<file path="config.mk">
export PLATFORM = sky130hd
export DESIGN_NAME = alt_vipcto121_video_out
export DESIGN_NICKNAME = d
export VERILOG_FILES = /design/src/rtl/alt_vipcto121_pkg.sv /design/src/rtl/alt_vipcto121_timing_gen.sv /design/src/rtl/alt_vipcto121_video_out.sv
export SDC_FILE = /design/constraint.sdc
export NUM_CORES = 1
export LEC_CHECK = 0
export BUFFER_PORTS_ARGS = -buffer_cell sky130_fd_sc_hd__buf_2
export CAP_MARGIN = 30
export CORE_MARGIN = 2
export CORE_UTILIZATION = 25
export CTS_CLUSTER_SIZE = 14
export DETAILED_ROUTE_END_ITERATION = 8
export GPL_TIMING_DRIVEN = 0
export PLACE_DENSITY = 0.42
export SYNTH_ARGS = -nofsm -noshare
export SYNTH_HDL_FRONTEND = slang
export SYNTH_HIERARCHICAL = 1
export SYNTH_SLANG_ARGS = --single-unit
</file>
<file path="constraint.sdc">
create_clock -name clk -period 4.35 [get_ports clk]
set_input_delay 0.87 -clock clk [delete_from_list [all_inputs] [get_ports clk]]
set_output_delay 0.87 -clock clk [all_outputs]
set_load 0.05 [all_outputs]
</file>
<file path="src/rtl/alt_vipcto121_pkg.sv">
// Shared state encoding and default 1080p timing for the clocked video output.
package alt_vipcto121_pkg;

    typedef enum logic [1:0] {
        IDLE      = 2'd0,
        WAIT_FILL = 2'd1,
        RUN       = 2'd2
    } state_t;

    localparam int DEF_H_ACTIVE = 1920;
    localparam int DEF_H_FRONT  = 88;
    localparam int DEF_H_SYNC   = 44;
    localparam int DEF_H_BACK   = 148;
    localparam int DEF_V_ACTIVE = 1080;
    localparam int DEF_V_FRONT  = 4;
    localparam int DEF_V_SYNC   = 5;
    localparam int DEF_V_BACK   = 36;

endpackage

</file>
<file path="src/rtl/alt_vipcto121_timing_gen.sv">
// Raster position counters with active/sync/end-of-frame decode; counters idle at 0 unless run.
module alt_vipcto121_timing_gen
    import alt_vipcto121_pkg::*;
#(
    parameter int H_ACTIVE = DEF_H_ACTIVE,
    parameter int H_FRONT  = DEF_H_FRONT,
    parameter int H_SYNC   = DEF_H_SYNC,
    parameter int H_BACK   = DEF_H_BACK,
    parameter int V_ACTIVE = DEF_V_ACTIVE,
    parameter int V_FRONT  = DEF_V_FRONT,
    parameter int V_SYNC   = DEF_V_SYNC,
    parameter int V_BACK   = DEF_V_BACK
) (
    input  logic clk,
    input  logic aclr_n,
    input  logic run,
    output logic active,
    output logic hsync,
    output logic vsync,
    output logic end_of_frame
);

    localparam int H_TOTAL = H_ACTIVE + H_FRONT + H_SYNC + H_BACK;
    localparam int V_TOTAL = V_ACTIVE + V_FRONT + V_SYNC + V_BACK;
    // One spare bit so every region boundary is representable, even with zero back porch.
    localparam int HW = $clog2(H_TOTAL + 1);
    localparam int VW = $clog2(V_TOTAL + 1);

    logic [HW-1:0] h_p0;
    logic [VW-1:0] v_p0;
    logic          h_last;
    logic          v_last;

    assign h_last = (h_p0 == HW'(H_TOTAL - 1));
    assign v_last = (v_p0 == VW'(V_TOTAL - 1));

    always_ff @(posedge clk or negedge aclr_n) begin
        if (!aclr_n) begin
            h_p0 <= '0;
            v_p0 <= '0;
        end else if (!run) begin
            h_p0 <= '0;
            v_p0 <= '0;
        end else if (h_last) begin
            h_p0 <= '0;
            v_p0 <= v_last ? '0 : v_p0 + VW'(1);
        end else begin
            h_p0 <= h_p0 + HW'(1);
        end
    end

    assign active       = run && (h_p0 < HW'(H_ACTIVE)) && (v_p0 < VW'(V_ACTIVE));
    assign hsync        = run && (h_p0 >= HW'(H_ACTIVE + H_FRONT))
                              && (h_p0 <  HW'(H_ACTIVE + H_FRONT + H_SYNC));
    assign vsync        = run && (v_p0 >= VW'(V_ACTIVE + V_FRONT))
                              && (v_p0 <  VW'(V_ACTIVE + V_FRONT + V_SYNC));
    assign end_of_frame = run && h_last && v_last;

endmodule

</file>
<file path="src/rtl/alt_vipcto121_video_out.sv">
// Clocked video output: drains a pixel FIFO into a raster with DE/HSYNC/VSYNC.
// Optional macro VIP_CVO_UNDERFLOW_COUNT_EN adds a saturating 16-bit starved-pixel counter.
module alt_vipcto121_video_out
    import alt_vipcto121_pkg::*;
#(
    parameter int DATA_WIDTH  = 20,
    parameter int FIFO_DEPTH  = 1920,
    parameter int H_ACTIVE    = DEF_H_ACTIVE,
    parameter int H_FRONT     = DEF_H_FRONT,
    parameter int H_SYNC      = DEF_H_SYNC,
    parameter int H_BACK      = DEF_H_BACK,
    parameter int V_ACTIVE    = DEF_V_ACTIVE,
    parameter int V_FRONT     = DEF_V_FRONT,
    parameter int V_SYNC      = DEF_V_SYNC,
    parameter int V_BACK      = DEF_V_BACK,
    parameter int START_LEVEL = 256,
    localparam int DATA_WIDTHU = $clog2(FIFO_DEPTH)
) (
    input  logic                   clk,
    input  logic                   aclr_n,
    input  logic                   enable,
    input  logic [DATA_WIDTH-1:0]  fifo_q,
    input  logic                   fifo_rdempty,
    input  logic [DATA_WIDTHU-1:0] fifo_rdusedw,
    output logic                   fifo_rdreq,
    output logic [DATA_WIDTH-1:0]  vid_data,
    output logic                   vid_de,
    output logic                   vid_hsync,
    output logic                   vid_vsync,
    output logic                   underflow
`ifdef VIP_CVO_UNDERFLOW_COUNT_EN
    ,
    output logic [15:0]            underflow_count
`endif
);

    state_t state;
    state_t state_nxt;
    logic   clr_und;
    logic   fill_ok;
    logic   run_p0;
    logic   active_p0;
    logic   hsync_p0;
    logic   vsync_p0;
    logic   eof_p0;
    logic   starve_p0;
    logic   de_p1;
    logic   hsync_p1;
    logic   vsync_p1;
    logic   vld_p1;
    logic   und_p1;

    // Widened by one bit so START_LEVEL equal to a power-of-two depth still compares correctly.
    assign fill_ok = ({1'b0, fifo_rdusedw} >= (DATA_WIDTHU + 1)'(START_LEVEL));
    assign run_p0  = (state == RUN);

    always_ff @(posedge clk or negedge aclr_n) begin
        if (!aclr_n) state <= IDLE;
        else         state <= state_nxt;
    end

    always_comb begin
        state_nxt = state;
        clr_und   = 1'b0;
        case (state)
            IDLE: begin
                if (enable) begin
                    state_nxt = WAIT_FILL;
                    clr_und   = 1'b1;
                end
            end
            WAIT_FILL: begin
                if (fill_ok) state_nxt = RUN;
            end
            RUN: begin
                if (eof_p0 && !enable) state_nxt = IDLE;
            end
            default: state_nxt = IDLE;
        endcase
    end

    alt_vipcto121_timing_gen #(
        .H_ACTIVE (H_ACTIVE),
        .H_FRONT  (H_FRONT),
        .H_SYNC   (H_SYNC),
        .H_BACK   (H_BACK),
        .V_ACTIVE (V_ACTIVE),
        .V_FRONT  (V_FRONT),
        .V_SYNC   (V_SYNC),
        .V_BACK   (V_BACK)
    ) u_timing (
        .clk          (clk),
        .aclr_n       (aclr_n),
        .run          (run_p0),
        .active       (active_p0),
        .hsync        (hsync_p0),
        .vsync        (vsync_p0),
        .end_of_frame (eof_p0)
    );

    assign fifo_rdreq = active_p0 && !fifo_rdempty;
    assign starve_p0  = active_p0 && fifo_rdempty;

    // Stage 1: pins. The FIFO's own output register supplies the data word in this cycle,
    // so data is gated by the registered read-valid rather than re-registered.
    always_ff @(posedge clk or negedge aclr_n) begin
        if (!aclr_n) begin
            de_p1    <= 1'b0;
            hsync_p1 <= 1'b0;
            vsync_p1 <= 1'b0;
            vld_p1   <= 1'b0;
            und_p1   <= 1'b0;
        end else begin
            de_p1    <= active_p0;
            hsync_p1 <= hsync_p0;
            vsync_p1 <= vsync_p0;
            vld_p1   <= fifo_rdreq;
            if (clr_und)        und_p1 <= 1'b0;
            else if (starve_p0) und_p1 <= 1'b1;
        end
    end

    assign vid_data  = vld_p1 ? fifo_q : '0;
    assign vid_de    = de_p1;
    assign vid_hsync = hsync_p1;
    assign vid_vsync = vsync_p1;
    assign underflow = und_p1;

`ifdef VIP_CVO_UNDERFLOW_COUNT_EN
    logic [15:0] und_cnt_p1;

    function automatic logic [15:0] sat_inc16(input logic [15:0] val);
        return (val == 16'hFFFF) ? val : val + 16'd1;
    endfunction

    always_ff @(posedge clk or negedge aclr_n) begin
        if (!aclr_n)        und_cnt_p1 <= '0;
        else if (clr_und)   und_cnt_p1 <= '0;
        else if (starve_p0) und_cnt_p1 <= sat_inc16(und_cnt_p1);
    end

    assign underflow_count = und_cnt_p1;
`endif

endmodule

</file>
==> results.yml <==
global_routing:
  grt_antenna_before_repair: 0
  grt_pass1_wl_mm: 6.86
  grt_overflow: 0
  grtUsageTotal_pct: 11.4
  grt_pass1_vias: 1410
  grt_max_degree: 31
place:
  finalWeightedCongestion: 0.798
  dp_hpwl_mm: 2.99
  portBuffers: 51
  placed_cells: 313
synth:
  syn-num-nets: 220
  synthArstFlopShare_pct: 100
  synth_top_area_cell: "dfrtp_1"
  synthTopCellsByArea: "dfrtp_1, and2_1, a31oi_1"
  synth_area_um2: 1700
  synthAdderAreaFrac_pct: 2.20
  synth_warnings: 6
  synth_top_cells_by_count: "dfrtp_1, and2_1, nor2_1"
  yosys.area_share.simple_pct: 34.9
  synth_seq_area_share_pct: 44.1
  syn_area_per_cell_um2: 9.36
  synth_mux_area_share_pct: 0
  ys_seq_elements: 30
  synth_flop_cell: "dfrtp_1"
  synth-edff-count: 0
  synth_cells: 182
  synth_compound_area_share_pct: 10.5
  synthDistinctLibCells: 37
  synth_top_area_share_pct: 44.1
  synth_top_family_by_area: "simple AND/OR/NAND/NOR gates"
  synth.most_common_cell: "dfrtp_1"
  synth_xor_area_share_pct: 5.14
finish:
  area_growth_pct: 26.2
  final_cells: 321
  fin_nets: 278
  antenna_cells: 0
  fillers: 739
  drive_gt1_share_pct: 27.0
power_and_ir_drop:
  leakage_nw: 0.966
  ir_worst_vdd_v: 0.000139
  powerDensity_nw_per_um2: 402
  total_power_mw: 0.864
floorplanning:
  start_util_pct: 25.5
  num_rows: 30
  die_h_um: 86.5
  io_pins: 60
  die_x_um: 86.5
  core_um2: 6680
  dieArea_um2: 7490
cts:
  numCtsBuffers: 5
  cts_num_sinks: 30
  cts-resized-gates: 0
  clkSlewWorstSetupHoldPaths_ns: 0.06
  cts_tree: "yes"
  clock_latency_ns: 0.28
  h-tree-depth: 2
  cts-root-buf: "clkbuf_8"
  ctsHoldBuffers: 0
  max-clock-path-buffers: 2
  postCtsSetupBuffers: 0
worst_setup_path:
  cpPeakStageDelay_ns: 0.55
  crit_type: "flop to primary output"
  crit_top_cell: "nor2b_1"
  worstPathArrival_ns: 2.11
  crit_fanout: 10
  path_cells: "nor2b_1 -> nand3b_1 -> a21oi_1 -> nor2b_1 -> buf_2"
  cp.required_ns: 3.48
  r2r.worst_path.cells: 7
  crit_slowest_cell: "nor2b_1"
  start_kind: "flop"
  crit_path_end_kind: "primary output"
sta:
  period_needed_ns: 2.98
  hold_viol_final: 0
  final_max_slew_viol_count: 0
  finalCritPeriodShare_pct: 68.6
  finClkSkew_ns: 0.00663
  max_freq_mhz: 335
  rsz0062_at_grt: "false"
  tns_ns: 0
  setup_viol: 0
  relSlewSlack_pct: 54.0
  tightest_slew_ns: 0.690
worst_hold_path:
  holdPathStages: 1
  hold_path.class: "flop to flop"
route:
  routed_wl_mm: 4.10
  ant_nets: 0
  vias: 1556
  wl_per_cell_um: 12.8
  drc: 0
  drtPass1Iterations: 4
  drt_iter0_markers: 63
  avgViaCountPerCell: 4.85
outcome:
  status: "finished clean"
run:
  maxCapViolations: 0
[path summary, 6_finish.rpt]
| path | from | to | slack (ns) |
|---|---|---|---|
| max | state[1] | fifo_rdreq | 1.37 |
| min | u_timing/h_p0[0] | u_timing/h_p0[0] | 0.46 |
| max reg2reg | u_timing/v_p0[0] | u_timing/v_p0[8] | 2.41 |
| min reg2reg | u_timing/h_p0[0] | u_timing/h_p0[0] | 0.46 |
| max in group asynchronous | aclr_n | vid_hsync | 3.26 |
| min in group asynchronous | aclr_n | u_timing/v_p0[3] | 0.63 |
[worst max-delay path: cells and delay by family (launching register included)]
family,cells,cell delay [ns]
flip-flops,1,0.36
buffers and inverters,1,0.28
AO/OA/AOI/OAI,1,0.26
AND/OR/NAND/NOR,3,0.92
[sequential cells by signal, indices dropped and copies added (netlist names)]
signal / count
state: 2
u_timing/h_p0: 12
u_timing/v_p0: 11
underflow: 1
vid_de: 1
vid_hsync: 1
vid_vsync: 1
vld_p1: 1
[kinds of logic (layout without fill, tap and decap cells)]
family                     Yosys count  in the layout
buffers and inverters               11             70
and+or+nand+nor                    101            101
xor gates and xnor gates            10             10
AOI/OAI and AO/OA                   27             27
DFF                                 30             30
adders and majority gates            3              3
[per-layer routing]
layer / track usage, % / wire length, um / vias to the layer above
met4: 2.56 / 14 / 0
met1: 15.5 / 1890 / 746
met3: 2.95 / 156 / 3
li1: - / - / 779
met5: 0 / 0 / -
met2: 18.3 / 2050 / 28
[layout by cell type (no fill, tap or decap), types with 2 or more instances in the layout]
master	n
a21oi_1	4
a22o_1	2
a31oi_1	13
and2_1	22
and3_1	3
and4_1	3
buf_2	52
clkbuf_1	5
clkbuf_8	6
dfrtp_1	30
ha_1	3
inv_1	4
nand2_1	9
nand2b_1	2
nand3_1	13
nand3b_1	7
nand4_1	4
nor2_1	15
nor2b_1	3
nor3_1	7
nor4_1	5
o21ai_0	3
or3_1	2
xnor2_1	7
xor2_1	3
[cell type report]
| class | instances | area (um^2) | area share (%) |
|---|---|---|---|
| inverter | 4 | 15.0 | 0.698 |
| buffer | 7 | 38.8 | 1.80 |
| multi-input combinational | 141 | 898 | 41.8 |
| tap | 80 | 100 | 4.66 |
| sequential | 30 | 751 | 34.9 |
| clock buffer | 7 | 86.3 | 4.02 |
| timing repair buffer | 51 | 255 | 11.9 |
| clock inverter | 1 | 5.00 | 0.233 |
[power breakdown]
| group | switching, mW | internal [mW] | total (mW) |
|---|---|---|---|
| clock | 0.104 | 0.128 | 0.231 |
| sequential | 0.0150 | 0.306 | 0.321 |
| combinational | 0.233 | 0.0779 | 0.311 |
| total | 0.352 | 0.512 | 0.864 |
[stage by stage]
step / instance area, um^2 / hold slack, ns / worst slack, ns / utilization [%]
2_1_floorplan: 1700 / 0.433 / 1.72 / -
3_3_place_gp: 2060 / 0.455 / 1.61 / 30.8
3_5_place_dp: 2060 / 0.454 / 1.60 / 30.8
4_1_cts: 2150 / 0.463 / 1.28 / 32.2
5_1_grt: 2150 / 0.469 / 1.09 / 32.2
6_report: 2150 / 0.460 / 1.37 / 32.2
Note: power is estimated with default switching activity, not from simulation.
